$ cat config.mk
export PLATFORM = sky130hd
export DESIGN_NAME = uart_tx_mmio
export DESIGN_NICKNAME = d
export VERILOG_FILES = /design/src/rtl/uart_pkg.sv /design/src/rtl/sync_fifo.sv /design/src/rtl/uart_tx_mmio.sv
export SDC_FILE = /design/constraint.sdc
export NUM_CORES = 1
export LEC_CHECK = 0
export ABC_AREA = 1
export CAP_MARGIN = 10
export CORE_UTILIZATION = 47
export DETAILED_ROUTE_END_ITERATION = 10
export GPL_ROUTABILITY_DRIVEN = 0
export GPL_TIMING_DRIVEN = 0
export PLACE_DENSITY = 0.7
export SYNTH_ARGS = -nofsm -noshare
export SYNTH_HDL_FRONTEND = slang
export SYNTH_SLANG_ARGS = --single-unit
$ cat constraint.sdc
create_clock -name clk -period 3.5 [get_ports clk]
set_input_delay 0.7 -clock clk [delete_from_list [all_inputs] [get_ports clk]]
set_output_delay 0.7 -clock clk [all_outputs]
set_load 0.03 [all_outputs]
$ cat src/rtl/uart_pkg.sv
// -----------------------------------------------------------------------------
// uart_pkg
// Shared definitions for the memory-mapped UART transmitter:
//   - word offsets of the register window (d_addr[3:2])
//   - bit positions inside the STATUS register
//   - transmitter FSM state encoding
// -----------------------------------------------------------------------------
package uart_pkg;

  // Register word offsets within the 16-byte window.
  localparam logic [1:0] UART_TXDATA  = 2'd0;
  localparam logic [1:0] UART_STATUS  = 2'd1;
  localparam logic [1:0] UART_BAUDDIV = 2'd2;

  // STATUS register bit positions.
  localparam int STATUS_FULL     = 0;
  localparam int STATUS_EMPTY    = 1;
  localparam int STATUS_BUSY     = 2;
  localparam int STATUS_OVERFLOW = 3;

  typedef enum logic [1:0] {
    IDLE,
    START,
    DATA,
    STOP
  } uart_state_t;

endpackage

$ cat src/rtl/sync_fifo.sv
// -----------------------------------------------------------------------------
// sync_fifo
// Single-clock FIFO with registered storage and a combinational head output.
// Pointers carry one extra wrap bit so full/empty fall out of an MSB compare.
// A push while full is accepted only when a pop happens in the same cycle.
//
// Ports:
//   clk      in   clock
//   rst      in   synchronous active-high reset (empties the FIFO)
//   push_i   in   write request
//   data_i   in   write data
//   pop_i    in   read request (ignored when empty)
//   head_o   out  oldest entry, valid when empty_o is low
//   full_o   out  FIFO holds DEPTH entries
//   empty_o  out  FIFO holds no entries
// -----------------------------------------------------------------------------
module sync_fifo #(
  parameter int WIDTH = 8,
  parameter int DEPTH = 8
) (
  input  logic             clk,
  input  logic             rst,
  input  logic             push_i,
  input  logic [WIDTH-1:0] data_i,
  input  logic             pop_i,
  output logic [WIDTH-1:0] head_o,
  output logic             full_o,
  output logic             empty_o
);

  localparam int AW = $clog2(DEPTH);
  localparam logic [AW:0] PTR_ONE = {{AW{1'b0}}, 1'b1};

  logic [WIDTH-1:0] mem_q [DEPTH];
  logic [AW:0]      wr_ptr_q;
  logic [AW:0]      rd_ptr_q;
  logic             do_push;
  logic             do_pop;

  // Same index with differing wrap bits means the write side is a lap ahead.
  assign empty_o = (wr_ptr_q == rd_ptr_q);
  assign full_o  = (wr_ptr_q[AW] != rd_ptr_q[AW]) &&
                   (wr_ptr_q[AW-1:0] == rd_ptr_q[AW-1:0]);

  assign do_pop  = pop_i && !empty_o;
  assign do_push = push_i && (!full_o || do_pop);

  assign head_o  = mem_q[rd_ptr_q[AW-1:0]];

  always_ff @(posedge clk) begin
    if (rst) begin
      wr_ptr_q <= '0;
      rd_ptr_q <= '0;
    end else begin
      if (do_push) wr_ptr_q <= wr_ptr_q + PTR_ONE;
      if (do_pop)  rd_ptr_q <= rd_ptr_q + PTR_ONE;
    end
  end

  // Storage needs no reset; the pointers define which entries are valid.
  always_ff @(posedge clk) begin
    if (do_push) mem_q[wr_ptr_q[AW-1:0]] <= data_i;
  end

endmodule

$ cat src/rtl/uart_tx_mmio.sv
// -----------------------------------------------------------------------------
// uart_tx_mmio
// Memory-mapped 8N1 UART transmitter. Decodes a 16-byte window on the core
// data port, queues TXDATA writes in a FIFO and serialises them on tx.
//
// Register map (word offset d_addr[3:2]):
//   0 TXDATA  W: push d_wr_data[7:0]      R: STATUS value
//   1 STATUS  R: {overflow,busy,empty,full}  W: bit3=1 clears overflow
//   2 BAUDDIV R/W: clocks per bit, 16 bits (0 is stored as 1)
//   3 reserved (reads 0, writes ignored)
//
// Ports:
//   clk        in   core clock
//   rst        in   synchronous active-high reset
//   d_addr     in   byte address from core data port
//   d_we       in   write enable/size; any nonzero value is a write
//   d_wr_data  in   write data
//   d_rd_data  out  registered read data, valid one cycle after address
//   hit        out  registered window match, selects this block on the bus
//   tx         out  serial output, idle high
// -----------------------------------------------------------------------------
module uart_tx_mmio
  import uart_pkg::*;
#(
  parameter logic [31:0] BASE_ADDR   = 32'h8000_0000,
  parameter int          FIFO_DEPTH  = 8,
  parameter logic [15:0] DEFAULT_DIV = 16'd868
) (
  input  logic        clk,
  input  logic        rst,
  input  logic [31:0] d_addr,
  input  logic [1:0]  d_we,
  input  logic [31:0] d_wr_data,
  output logic [31:0] d_rd_data,
  output logic        hit,
  output logic        tx
);

  // ---------------------------------------------------------------------------
  // Address decode
  // ---------------------------------------------------------------------------
  logic       in_window;
  logic [1:0] offset;
  logic       is_write;
  logic       push;
  logic       pop;
  logic       overflow_event;
  logic       ovf_clear;
  logic       baud_write;

  assign in_window  = (d_addr[31:4] == BASE_ADDR[31:4]);
  assign offset     = d_addr[3:2];
  assign is_write   = in_window && (d_we != 2'b00);
  assign push       = is_write && (offset == UART_TXDATA);
  assign ovf_clear  = is_write && (offset == UART_STATUS) &&
                      d_wr_data[STATUS_OVERFLOW];
  assign baud_write = is_write && (offset == UART_BAUDDIV);

  logic unused_bits;
  assign unused_bits = ^{d_addr[1:0], d_wr_data[31:16]};

  // ---------------------------------------------------------------------------
  // TX FIFO
  // ---------------------------------------------------------------------------
  logic [7:0] fifo_head;
  logic       fifo_full;
  logic       fifo_empty;

  sync_fifo #(
    .WIDTH (8),
    .DEPTH (FIFO_DEPTH)
  ) u_fifo (
    .clk     (clk),
    .rst     (rst),
    .push_i  (push),
    .data_i  (d_wr_data[7:0]),
    .pop_i   (pop),
    .head_o  (fifo_head),
    .full_o  (fifo_full),
    .empty_o (fifo_empty)
  );

  // ---------------------------------------------------------------------------
  // Transmitter state
  // ---------------------------------------------------------------------------
  uart_state_t state_q;
  logic [15:0] div_q;       // divisor latched at frame start
  logic [15:0] cnt_q;       // cycles elapsed in the current bit
  logic [2:0]  bit_cnt_q;   // data bits already shifted out
  logic [7:0]  shift_q;
  logic        tx_q;
  logic        bit_end;

  assign bit_end = (cnt_q == (div_q - 16'd1));

  // The FSM only dequeues in IDLE, so a same-cycle full push is accepted then.
  assign pop            = (state_q == IDLE) && !fifo_empty;
  assign overflow_event = push && fifo_full && !pop;

  // ---------------------------------------------------------------------------
  // Software-visible registers
  // ---------------------------------------------------------------------------
  logic        overflow_q;
  logic [15:0] baud_q;
  logic [31:0] rd_data_q;
  logic        hit_q;
  logic [31:0] status;
  logic [31:0] rd_data_d;

  always_comb begin
    status                  = 32'd0;
    status[STATUS_FULL]     = fifo_full;
    status[STATUS_EMPTY]    = fifo_empty;
    status[STATUS_BUSY]     = (state_q != IDLE);
    status[STATUS_OVERFLOW] = overflow_q;
  end

  always_comb begin
    rd_data_d = 32'd0;
    if (in_window) begin
      case (offset)
        UART_TXDATA:  rd_data_d = status;
        UART_STATUS:  rd_data_d = status;
        UART_BAUDDIV: rd_data_d = {16'd0, baud_q};
        default:      rd_data_d = 32'd0;
      endcase
    end
  end

  always_ff @(posedge clk) begin
    if (rst) begin
      rd_data_q  <= 32'd0;
      hit_q      <= 1'b0;
      overflow_q <= 1'b0;
      baud_q     <= DEFAULT_DIV;
    end else begin
      rd_data_q <= rd_data_d;
      hit_q     <= in_window;
      // A new overflow in the same cycle as a clear keeps the flag set.
      if (overflow_event) begin
        overflow_q <= 1'b1;
      end else if (ovf_clear) begin
        overflow_q <= 1'b0;
      end
      if (baud_write) begin
        baud_q <= (d_wr_data[15:0] == 16'd0) ? 16'd1 : d_wr_data[15:0];
      end
    end
  end

  // ---------------------------------------------------------------------------
  // Serialiser FSM. tx is registered from the current state, so the line
  // follows the state by one cycle; every bit still lasts exactly div cycles.
  // ---------------------------------------------------------------------------
  always_ff @(posedge clk) begin
    if (rst) begin
      state_q   <= IDLE;
      div_q     <= DEFAULT_DIV;
      cnt_q     <= 16'd0;
      bit_cnt_q <= 3'd0;
      shift_q   <= 8'd0;
      tx_q      <= 1'b1;
    end else begin
      case (state_q)
        START:   tx_q <= 1'b0;
        DATA:    tx_q <= shift_q[0];
        default: tx_q <= 1'b1;
      endcase

      case (state_q)
        IDLE: begin
          if (!fifo_empty) begin
            shift_q   <= fifo_head;
            div_q     <= baud_q;
            cnt_q     <= 16'd0;
            bit_cnt_q <= 3'd0;
            state_q   <= START;
          end
        end
        START: begin
          if (bit_end) begin
            cnt_q   <= 16'd0;
            state_q <= DATA;
          end else begin
            cnt_q <= cnt_q + 16'd1;
          end
        end
        DATA: begin
          if (bit_end) begin
            cnt_q     <= 16'd0;
            shift_q   <= {1'b0, shift_q[7:1]};
            bit_cnt_q <= bit_cnt_q + 3'd1;
            if (bit_cnt_q == 3'd7) state_q <= STOP;
          end else begin
            cnt_q <= cnt_q + 16'd1;
          end
        end
        STOP: begin
          if (bit_end) begin
            cnt_q   <= 16'd0;
            state_q <= IDLE;
          end else begin
            cnt_q <= cnt_q + 16'd1;
          end
        end
        default: state_q <= IDLE;
      endcase
    end
  end

  assign d_rd_data = rd_data_q;
  assign hit       = hit_q;
  assign tx        = tx_q;

endmodule

# [Word-level counts from Yosys, hierarchy flattened]
# Memories as Yosys holds them, arrays and structs flattened. A register that Yosys moved wholly into a read port is not among the register bits.
# Cells that the tools add are included.
[word_totals] ff_bits=104 mem_bits_rw=64 input_bits=68 out_inout_bits=34 wordCells=88 memories=1
[classes] add_sub_neg=5 n_eq_ne=16 n_mux=24 bitwise=2 n_reduce_logical=28
[mem_list] memory="u_fifo.mem_q" words=8 word_bits=8 read_ports=1 rd_clocked_by_memory_dff=1 write_ports=1 line_no="sync_fifo.sv:34" text="logic [WIDTH-1:0] mem_q [DEPTH];"
[op_table] op="$pmux 16 s2" n=2
[op_table] op="$mux 16" n=3
[op_table] op="$eq 28x28->1 const B" n=1
[op_table] op="$add 16x1->16 const B" n=1
[op_table] op="$eq 16x16->1" n=1
[op_table] op="$logic_not 16->1" n=1
[op_table] op="$mux 8" n=2
[op_table] op="$pmux 8 s2" n=1
[op_table] op="$sub 16x1->16 const B" n=1
[op_table] op="$mux 3" n=4
[op_table] op="$logic_and 1x1->1" n=11
[op_table] op="$mux 2" n=5
[op_table] op="$ne 2x2->1 const B" n=5
[op_table] op="$add 4x1->4 const B" n=2
[op_table] op="$pmux 2 s4" n=1
[op_table] op="$reduce_bool 2->1" n=4
[op_table] op="$eq 2x2->1 const B" n=3
[op_table] op="$pmux 3 s2" n=1
[op_table] op="$reduce_and 5->1" n=1
[op_table] op="$eq 2x1->1 const B" n=2
[op_table] op="$eq 4x4->1" n=1
[op_table] op="$logic_not 2->1" n=2
[op_table] op="$mux 1" n=4
[op_table] op="$reduce_or 2->1" n=2
[op_table] op="11 further kinds" n=14

# [Depth between registers and ports, before layout]
[logic_depth] depth_word=8 mapped_depth=17 mapped_depth_nobuf=17

# [Cells and area by module]
# Synthesis repeated with hierarchy kept, for this count alone.
[unflattened] hier_cells=915 area_unflattened_um2=7459.7
[by_module_without_submodules] mod="uart_tx_mmio" instances=1 cells_each=647 area_per_inst_um2=4361.7 seq_area_each_um2=1601.5
[by_module_without_submodules] mod="sync_fifo" instances=1 cells_each=268 area_per_inst_um2=3098.0 seq_area_each_um2=2142.1

# [Worst setup path after synthesis]
# No wires, ideal clock.
[synth_path] kind="input -> register" startpoint="in d_addr[29]" endpoint="mem u_fifo.mem_q[3][0] (enable)" setup_time_ns=0.383 arrival_time_ns=2.375 required_ns=3.117 path_slack_ns=0.742 path_stages=7 path_buffers=0 path_cell_list="nor4_1 nand3_1 nor2_1 nand2_1 nor4_2 nand2_1 nor3_1"
[synth_via] elab_chain_len=6
[synth_rtl] element="from (decl)" line_no="uart_tx_mmio.sv:31" text="input logic [31:0] d_addr,"
[synth_rtl] element="$eq 28x28->1" line_no="uart_tx_mmio.sv:51" text="assign in_window = (d_addr[31:4] == BASE_ADDR[31:4]);"
[synth_rtl] element="$logic_and 1x1->1" line_no="uart_tx_mmio.sv:53" text="assign is_write = in_window && (d_we != 2'b00);"
[synth_rtl] element="$logic_and 1x1->1" line_no="uart_tx_mmio.sv:54" text="assign push = is_write && (offset == UART_TXDATA);"
[synth_rtl] element="$logic_and 1x1->1" line_no="sync_fifo.sv:46" text="assign do_push = push_i && (!full_o || do_pop);"
[synth_rtl] element="$mux 1" line_no="sync_fifo.sv:62" text="if (do_push) mem_q[wr_ptr_q[AW-1:0]] <= data_i;"
[synth_rtl] element="$mux 1 (implied by the code)" line_no="sync_fifo.sv:62"
[synth_rtl] element="to (decl)" line_no="sync_fifo.sv:34"
# Every way passes these cells.

# [Worst setup path in the final report]
[layout_path] startpoint="in d_addr[29]" endpoint="mem u_fifo.mem_q[5][2] (enable)"
# The elaborated chain is that of the path after synthesis.

==> summary.md <==
| Metric | Value |
|---|---|
| Comb pwr share | 0.182 |
| Largest family of logic cells by synthesized area | simple AND/OR/NAND/NOR gates |
| Worst flop-to-flop path startpoint | u_fifo.wr_ptr_q[2] |
| Count of nets left with antenna violations after detail routing | 0 |
| Fraction of layout instances using a drive strength above 1 | 0.0964 |
| Initial antenna violation count | 0 |
| First-pass GRT wire length | between 20 and 30 mm |
| Core area | 14800 sq um |
| Power density relative to cell area | around 540 nW/um^2 |
| Average wire length per cell after detail routing | ~15 microns |
| Synth warnings | 0 |
| Switching Share | 0.302 |
| Critical Path Start Type | input port |
| Fin crit period | around 3.2 ns |
| Max_cap viols | 0 |
| Share of synthesized area occupied by flip-flops and latches | 0.519 |
| Cts repair resizes | 0 |
| Depth of the CTS H-tree | 4 |
| Setup violations, final | 0 |
| P_sw | roughly 0.0014 W |
| Share of the synthesized area in compound gates (AO/OA/AOI/OAI) | 0.127 |
| Number of clock buffers inserted by TritonCTS | 17 |
| DIE HEIGHT | approximately 130 microns |
| Multiplexer fraction of the synthesized cell area | 0 |
| Clock skew | ~0.0084 ns |
| I/O pin count | between 100 and 150 |
| Fraction of registers with async set or reset after synthesis | 0 |
| Area of the die | between 15000 and 20000 sq um |
| Placement row count | 44 |
| PnR worst setup slack | roughly 0.35 ns |
| Total half-perimeter wirelength after legalization and detailed placement | 12.6 mm |
| Number of buffers inserted by port buffering | between 60 and 70 |
| Top library cells by usage in the layout, fill and taps aside | sky130_fd_sc_hd__nand2_1 (163), sky130_fd_sc_hd__nor2_1 (105), sky130_fd_sc_hd__dfxtp_1 (91) |
| Achievable frequency | roughly 0.32 GHz |
| Library cells used by synthesis | between 40 and 50 |
| Clock tree buffer depth | 2 |
| Unrepaired setup endpoints after global routing | no |
| End point of the most critical hold path | shift_q[7] |
| Detailed Route Iter0 Violations | a little over 500 |
| Max-slew violation total from the final report | 0 |
| Most common cell after layout, fill and taps aside | sky130_fd_sc_hd__nand2_1 |
| Core occupancy in the finished layout | 0.598 |
| CTS tree | yes |
| Post-Syn Area per Cell | ~8.4 sq um |
| DRC | 0 |
| Setup slack after placement | -0.359 ns |
| Capturing element type of the critical path | flip-flop |
| Hold-fix buffer count after cts | 0 |
| CP Max Fanout | 5 |
| Simple-gate area share of the yosys netlist | 0.232 |
| Via count | just over 6000 |
| Combined area of all synthesized cells | 7210 sq um |
| Final antenna diode count | 0 |
| Count of flip-flops with a built-in enable after synthesis | between 60 and 70 |
| CTS Root Cell | sky130_fd_sc_hd__clkbuf_16 |
| Critical path class | in -> reg |
| Number of cells produced by synthesis | 856 |
| Pin count of the biggest net entering global routing | 19 |
| DR pass1 iterations | 5 |
| Layout-stage area growth over the synthesis result | 22.4% |
| Total number of nets in the final design | around 1000 |
| Post-Synth XOR/XNOR Area | 0.0231 |
| Internal power consumption | between 0.003 and 0.004 W |
| Slack of the worst reg-to-reg path | 0.86 ns |
| Adder-cell share of the synthesized area | 0.0191 |
| Post-synth top flop | sky130_fd_sc_hd__dfxtp_1 |
| Hold path startpoint | shift_q[7] |
| Post-CTS setup repair buffer count | 0 |
| Total track usage | 0.232 |
| Cell depth of the worst hold path | 2 |
| Worst skew pair latency | between 0.4 and 0.5 ns |
| Proportion of power drawn by the clock network | 0.399 |
| Die boundary width | about 130 microns |
| Seq pwr share | 0.419 |
| Initial standard-cell utilization of the core | 0.489 |
| Total power | roughly 0.0047 W |
| Vias per Instance | between 5 and 6 |
| Number of failing hold endpoints at the final stage | 0 |
| Number of sinks handled by clock tree synthesis | roughly 160 |
| Critical path required time | approximately 3.7 ns |
| Worst slew margin relative to its limit | 0.428 |
| RR Endpoint | u_fifo.mem_q[5][2] |
| Worst IR drop on VDD | between 0.3 and 0.4 mV |
| Worst hold path class | reg -> reg |
| Cells on worst reg2reg path | 9 |
| Vias in the first global route | roughly 5500 |
| Part of the cycle the worst path needs | 0.901 |
| Total leakage power | 3.40 nW |
| Final hold slack | roughly 0.47 ns |
| Status | complete, no violations |
| Remaining global-route overflow | 0 |
| Slew at the pin closest to its max-slew limit | 0.855 ns |
| Routed Wire Length | between 15 and 20 mm |
| Arrival time at the worst endpoint | between 3 and 4 ns |
| Clock-pin slew on the worst setup and hold paths | 0.07 ns |
| Synth Register Bits | approximately 160 |
-- final cells by class --
class / count / area (sq um)
well taps: 184 / 230
plain buffers: 49 / 274
fillers: 1343 / 5930
flip-flops and latches: 155 / 3740
inverters: 79 / 297
multi-input cells: 588 / 2960
clock buffers: 17 / 425
repair buffers: 72 / 701
clock inverters: 15 / 196
-- cells in the mapped netlist (all sizes together), types with 11 or more instances --
cell type    n  area, sq um
a21oi       56          284
buf         25          184
clkbuf      24         90.1
dfxtp       91         1820
edfxtp      64         1920
ha          11          138
inv         77          289
nand2      170          661
nand3       33          178
nor2       113          464
nor3        28          150
nor4        13         87.6
o211ai      11         87.6
o21ai       66          330
o22ai       14         87.6
xor2        11         96.3
-- state kept, by name (all words and copies together) (netlist names), named ones only --
name             count
baud_q              16
bit_cnt_q            3
cnt_q               16
d_rd_data           16
div_q               16
hit                  1
overflow_q           1
shift_q              8
state_q              2
tx                   1
u_fifo.mem_q        64
u_fifo.rd_ptr_q      4
u_fifo.wr_ptr_q      4
-- kinds of logic after synthesis --
group,after synthesis
buf+inv,128
other cells,1
fa+ha+maj,11
simple gates,377
xor+xnor,19
compound gates,165
flops,155
-- per-stage QoR --
step | instance area [sq um] | TNS (ns) | std cells
final | 8820 | 0 | 1159
after global routing | 8820 | 0 | 1159
after CTS | 8810 | 0 | 1157
after detailed placement | 8190 | -5.99 | 1125
after global placement | 8170 | -19.02 | 1122
after floorplan | 7260 | 0 | 871
-- power by group through the flow --
stage               Clock [W]  Sequential [W]  Combinational (W)
finish                0.00189         0.00198           0.000860
global route          0.00200         0.00199           0.000973
CTS                   0.00191         0.00198           0.000867
detailed placement          0         0.00202           0.000863
global placement            0         0.00202           0.000854
floorplan                   0         0.00201           0.000623
-- how the worst max path moves through the flow --
stage / depth (start not counted) / to / startpoint
after CTS: 8 / u_fifo.mem_q[1][0] / d_addr[29]
after global routing: 9 / u_fifo.mem_q[5][2] / d_addr[13]
after global placement: 8 / u_fifo.mem_q[4][0] / d_addr[29]
final: 9 / u_fifo.mem_q[5][2] / d_addr[29]
after detailed placement: 8 / u_fifo.mem_q[1][6] / d_addr[29]
after floorplan: 7 / u_fifo.mem_q[3][0] / d_addr[29]
-- per-layer routing --
metal	track usage	part of all wire	vias to the layer above
li1	-	-	3067
met1	0.313	0.45	2810
met2	0.364	0.46	212
met3	0.0501	0.071	27
met4	0.0907	0.019	0
met5	0	0	-
-- critical path, stage by stage --
cell	delay, ns
sky130_fd_sc_hd__clkdlybuf4s50_1	0.40
sky130_fd_sc_hd__nor4_1	0.38
sky130_fd_sc_hd__nand3_1	0.13
sky130_fd_sc_hd__nor2_1	0.18
sky130_fd_sc_hd__nand2_1	0.17
sky130_fd_sc_hd__nor4_2	0.28
sky130_fd_sc_hd__nand2_1	0.19
sky130_fd_sc_hd__nor3_1	0.61
sky130_fd_sc_hd__buf_4	0.28
Power figures use the tool's default switching activity.
==> patch 1 (config.mk and constraints unchanged) <==
Change the parameter `FIFO_DEPTH` from 8 to 16.
--- a/src/rtl/uart_tx_mmio.sv
+++ b/src/rtl/uart_tx_mmio.sv
@@ -23,7 +23,7 @@
   import uart_pkg::*;
 #(
   parameter logic [31:0] BASE_ADDR   = 32'h8000_0000,
-  parameter int          FIFO_DEPTH  = 8,
+  parameter int          FIFO_DEPTH  = 16,
   parameter logic [15:0] DEFAULT_DIV = 16'd868
 ) (
   input  logic        clk,
Check against the original RTL: same outputs for any inputs over 4 cycles, from zero or initial values and one cycle with rst high; that may be too few to reach the edited logic, so the function may still have changed.
==> patch 1 against the unedited design <==
  * Wire length is 46% higher
  * Synthesized area is 40% higher
  * Setup slack got worse by 0.14 ns
  * Clock power up 21%
  * Cell count rose by 29%
  * Worst hold slack got worse by 0.0019 ns
  * Critical path depth decreased by 1
  * Largest power group unchanged
  * Clock skew is 0.015 ns higher
  * Register-to-register slack worse by 0.24 ns
  * Sequential cell count up 67
  * Total power is 72% higher
  * Final area up 35%
==> patch 1: results (changes against the unedited design) <==
| Metric | Value |
|---|---|
| Status | completed |
| Metal2 WL | 11,600 um (+45%) |
| Max FFs per register | 128 (+100%) |
| Hold path depth | 2 (unchanged) |
| Leakage | 0.00432 uW (+27%) |
| Port-buffer cells | 66 (-1.5%) |
| DRT Wirelength | 25,600 um (+46%) |
| WL met3 | 2030 um (+65%) |
| Setup Skew | 0.0229 ns (+0.0146 ns) |
| Vias | 8,172 (+34%) |
| Seq/Total Area, Yosys | 0.566 (+0.0470) |
| Clk Latency, worst-skew pair | 0.52 ns (+0.09 ns) |
| Hold wc startpoint | baud_q[7] |
| Worst R2R Setup Slack | 0.62 ns (-0.24 ns) |
| Worst R2R End | u_fifo.mem_q[1][1] |
| First-pass GRT wire length | 40,100 um (+42%) |
| Placed Area | 11,200 um^2 (+36%) |
| Filler cells | 1,842 (+37%) |
| Dpl cells | 1,453 (+29%) |
| Syn avg cell area | 9.22 um^2 (+9.4%) |
| Worst r2r src | u_fifo.wr_ptr_q[3] |
| Clock Power | 2280 uW (+21%) |
| Slowest stage delay, CP | 0.83 ns (+0.22 ns) |
| Met2 global-route usage | 0.373 (+0.00931) |
| Switch share | 0.378 (+0.0763) |
| Final hold slack | 0.464 ns (-0.00187 ns) |
| Maximum clock path buffer count | 3 (+1) |
| Nets | 1,285 (+23%) |
| Hold Path Sink | d_rd_data[7] |
| DP Worst Slack | -0.285 ns (+0.0740 ns) |
| Vias per inst | 5.47 (+3.6%) |
| TritonCTS buffer count | 23 (+6) |
| Critical Path AT | 3.44 ns (+0.14 ns) |
| Worst min path class | register to register |
| EDFF count, synth | 128 (+100%) |
| Met3 usage | 0.0331 (-0.0170) |
| CTS H-tree lvls | 1 (-3) |
| GR Util met1 | 0.335 (+0.0222) |
| Synth area leaders | edfxtp_1, dfxtp_1, nand2_1 |
| Main flop type after synthesis | edfxtp_1 |
| VDD IR max | 0.000467 V (+25%) |
| Post-route met1 wirelength | 11,600 um (+46%) |
| Worst-Margin Slew | 1.06 ns (+0.203 ns) |
==> patch 1: how the worst max path moves through the flow <==
stage | slack [ns] | end | start
2_1_floorplan | 0.96 | u_fifo.mem_q[0][0] | d_addr[21]
3_3_place_gp | -0.30 | u_fifo.mem_q[0][2] | d_addr[25]
3_5_place_dp | -0.28 | u_fifo.mem_q[0][2] | d_addr[25]
4_1_cts | 0.23 | u_fifo.mem_q[0][2] | d_addr[25]
5_1_grt | -0.004 | u_fifo.mem_q[1][0] | d_addr[21]
6_report | 0.20 | u_fifo.mem_q[1][1] | d_addr[25]
==> patch 1: timing repair <==
action | 4_1_cts | 5_1_grt
gates resized for setup | 0 | 1
endpoints found under the setup margin | 0 | 14
hold buffers | 0 | 0
==> patch 1: layout make-up <==
| class | instances | area share |
|---|---|---|
| clock buffers | 23 | 0.0485 |
| repair buffers | 66 | 0.0557 |
| plain buffers | 62 | 0.0260 |
| clock inverters | 19 | 0.0101 |
| well taps | 275 | 0.0290 |
| inverters | 74 | 0.0234 |
| multi-input cells | 754 | 0.325 |
| flip-flops and latches | 222 | 0.482 |
==> patch 1: cell families (layout without fill, tap and decap cells) <==
| family | count (synthesis) | count (layout) | synth area share |
|---|---|---|---|
| other | 1 | 16 | 0.000371 |
| AOI/OAI and AO/OA | 220 | 220 | 0.126 |
| and+or+nand+nor | 483 | 483 | 0.213 |
| xor gates and xnor gates | 18 | 18 | 0.0156 |
| buffers and inverters | 136 | 244 | 0.0580 |
| DFF | 222 | 222 | 0.566 |
| adders and majority gates | 14 | 14 | 0.0173 |
| muxes | 3 | 3 | 0.00297 |
==> patch 1: through the flow <==
step,TNS [ns],util
after floorplan,0,-
after global placement,-22.20,0.530
after detailed placement,-20.84,0.530
after CTS,0,0.563
after global routing,-0.0338,0.563
final,0,0.563
==> patch 2 (same settings) <==
Made on the original files. Make the reset (`rst`) asynchronous in 3 clocked blocks. Comments in the files are not updated.
--- a/src/rtl/sync_fifo.sv
+++ b/src/rtl/sync_fifo.sv
@@ -47,7 +47,7 @@
 
   assign head_o  = mem_q[rd_ptr_q[AW-1:0]];
 
-  always_ff @(posedge clk) begin
+  always_ff @(posedge clk or posedge rst) begin
     if (rst) begin
       wr_ptr_q <= '0;
       rd_ptr_q <= '0;
--- a/src/rtl/uart_tx_mmio.sv
+++ b/src/rtl/uart_tx_mmio.sv
@@ -127,7 +127,7 @@
     end
   end
 
-  always_ff @(posedge clk) begin
+  always_ff @(posedge clk or posedge rst) begin
     if (rst) begin
       rd_data_q  <= 32'd0;
       hit_q      <= 1'b0;
@@ -152,7 +152,7 @@
   // Serialiser FSM. tx is registered from the current state, so the line
   // follows the state by one cycle; every bit still lasts exactly div cycles.
   // ---------------------------------------------------------------------------
-  always_ff @(posedge clk) begin
+  always_ff @(posedge clk or posedge rst) begin
     if (rst) begin
       state_q   <= IDLE;
       div_q     <= DEFAULT_DIV;
Behaviour: differs if rst is asserted again (counterexample within 4 cycles, from zero or initial values and one cycle with rst high); with rst held inactive, the same outputs for 10 cycles.
==> patch 2 against the unedited design <==
  * Fmax grew 2.5%
  * Final area grew 0.20%
  * Synthesized area grew 0.43%
  * Combinational power grew 74%
  * Wire length shrank 9.6%
  * Sequential cell count shrank 3
  * Setup slack gained 0.076 ns
  * Count of clock-buffer cells in the layout is the same
  * Worst hold slack gained 0.015 ns
  * Via count shrank 11%
  * Non-clock buffer count shrank 3
  * Total power grew 12%
==> patch 2: results (changes against the unedited design) <==
| Metric | Value |
|---|---|
| Post-CTS Setup Bufs | 0 (unchanged) |
| Dpl cells | 1,028 (-8.6%) |
| Port-buffer cells | 67 (unchanged) |
| Status | completed |
| Critical Path AT | 3.21 ns (-0.09 ns) |
| Seq/Total Area, Yosys | 0.572 (+0.0522) |
| Slowest stage delay, CP | 0.58 ns (-0.03 ns) |
| Syn avg cell area | 9.53 um^2 (+13%) |
| Vias in the first global route | 5,101 (-8.0%) |
| First-pass GRT wire length | 25,300 um (-10%) |
| Wire length per cell | 14.9 um (-1.4%) |
| Worst R2R Setup Slack | 0.96 ns (+0.10 ns) |
| CP Max Fanout | 6 (+1) |
| Top cells by count, synth | nand2_1, dfrtp_1, o21ai_0 |
| Final worst-path cycle share | 0.879 (-0.0216) |
| Critical Path Source | d_addr[13] |
| Worst Setup EP | u_fifo.mem_q[1][5] |
| Relative slew slack | 0.422 (-0.00564) |
| Synth area leaders | dfrtp_1, edfxtp_1, nand2_1 |
| Nets | 945 (-9.2%) |
| Synth cell types | 41 (-8.9%) |
| Worst r2r src | u_fifo.rd_ptr_q[1] |
| Share of layout cells above drive strength 1 | 0.129 (+0.0321) |
| Setup Skew | 0.00856 ns (+0.000173 ns) |
| Leakage | 0.00391 uW (+15%) |
| Hpwl dp | 11,200 um (-11%) |
| Largest net degree at the start of global routing | 64 (+45) |
| Cell internal pwr | 3480 uW (+5.4%) |
| Vias | 5,461 (-11%) |
| Final std cells w/o fill | 1,063 (-8.3%) |
| DP Worst Slack | -0.303 ns (+0.0559 ns) |
| VDD IR max | 0.000456 V (+22%) |
| Initial DRC count | 385 (-24%) |
| GR Util All Layers | 0.210 (-0.0222) |
patch 2: cell count changes in the layout (fill, tap and decap cells not counted), sizes merged, moves of 10 or more:
cell | before | now
o21ai | 66 | 93
a21oi | 56 | 13
xor2 | 11 | 23
dfstp | 0 | 11
dfrtp | 0 | 77
nand2 | 170 | 160
dfxtp | 91 | 0
o211ai | 11 | 0
nor2 | 113 | 86
inv | 85 | 68
patch 2: kinds of logic after synthesis:
family,count (synthesis),share of synthesized area
other,1,0.000518
buffers and inverters,106,0.0676
and+or+nand+nor,326,0.199
DFF,152,0.572
adders and majority gates,11,0.0190
AOI/OAI and AO/OA,131,0.103
xor gates and xnor gates,32,0.0387
muxes,1,0.00138
patch 2: worst max-delay path, delay by kind of cell:
family / cells / cell delay, ns
buf+inv: 2 / 0.72
simple gates: 7 / 1.78
patch 2: power by group through the flow:
stage	registers, uW	clock network (uW)	logic [uW]
floorplan	2020	0	1140
global route	2000	1900	1700
CTS	2000	1820	1510
global placement	2030	0	1470
finish	2000	1800	1500
detailed placement	2030	0	1490
patch 2: worst min-delay path by stage:
stage               startpoint         end  slack [ns]  depth (start not counted)
CTS                 shift_q[6]  shift_q[6]        0.48                          2
global placement    shift_q[6]  shift_q[6]        0.46                          2
detailed placement  shift_q[6]  shift_q[6]        0.47                          2
finish              shift_q[4]  shift_q[4]        0.48                          2
global route        shift_q[1]  shift_q[1]        0.51                          2
floorplan           shift_q[1]  shift_q[1]        0.45                          2
patch 2: area by class of cell:
| class | count | area [um^2] | share of cell area |
|---|---|---|---|
| timing repair buffer | 72 | 723 | 0.0818 |
| tap | 184 | 230 | 0.0260 |
| multi-input combinational | 517 | 2670 | 0.302 |
| inverter | 60 | 228 | 0.0258 |
| clock inverter | 15 | 163 | 0.0184 |
| sequential | 152 | 4140 | 0.468 |
| buffer | 46 | 264 | 0.0299 |
| clock buffer | 17 | 425 | 0.0481 |
patch 2: stage by stage:
stage,util,instance area (um^2)
floorplan,-,7300
global placement,0.556,8200
detailed placement,0.558,8230
CTS,0.598,8820
global route,0.599,8840
finish,0.599,8840
patch 2: per-layer routing:
layer / global-route usage / wire length [um]
met1: 0.276 / 7310
met2: 0.334 / 7260
met3: 0.0531 / 959
met4: 0.0801 / 277
met5: 0 / 0
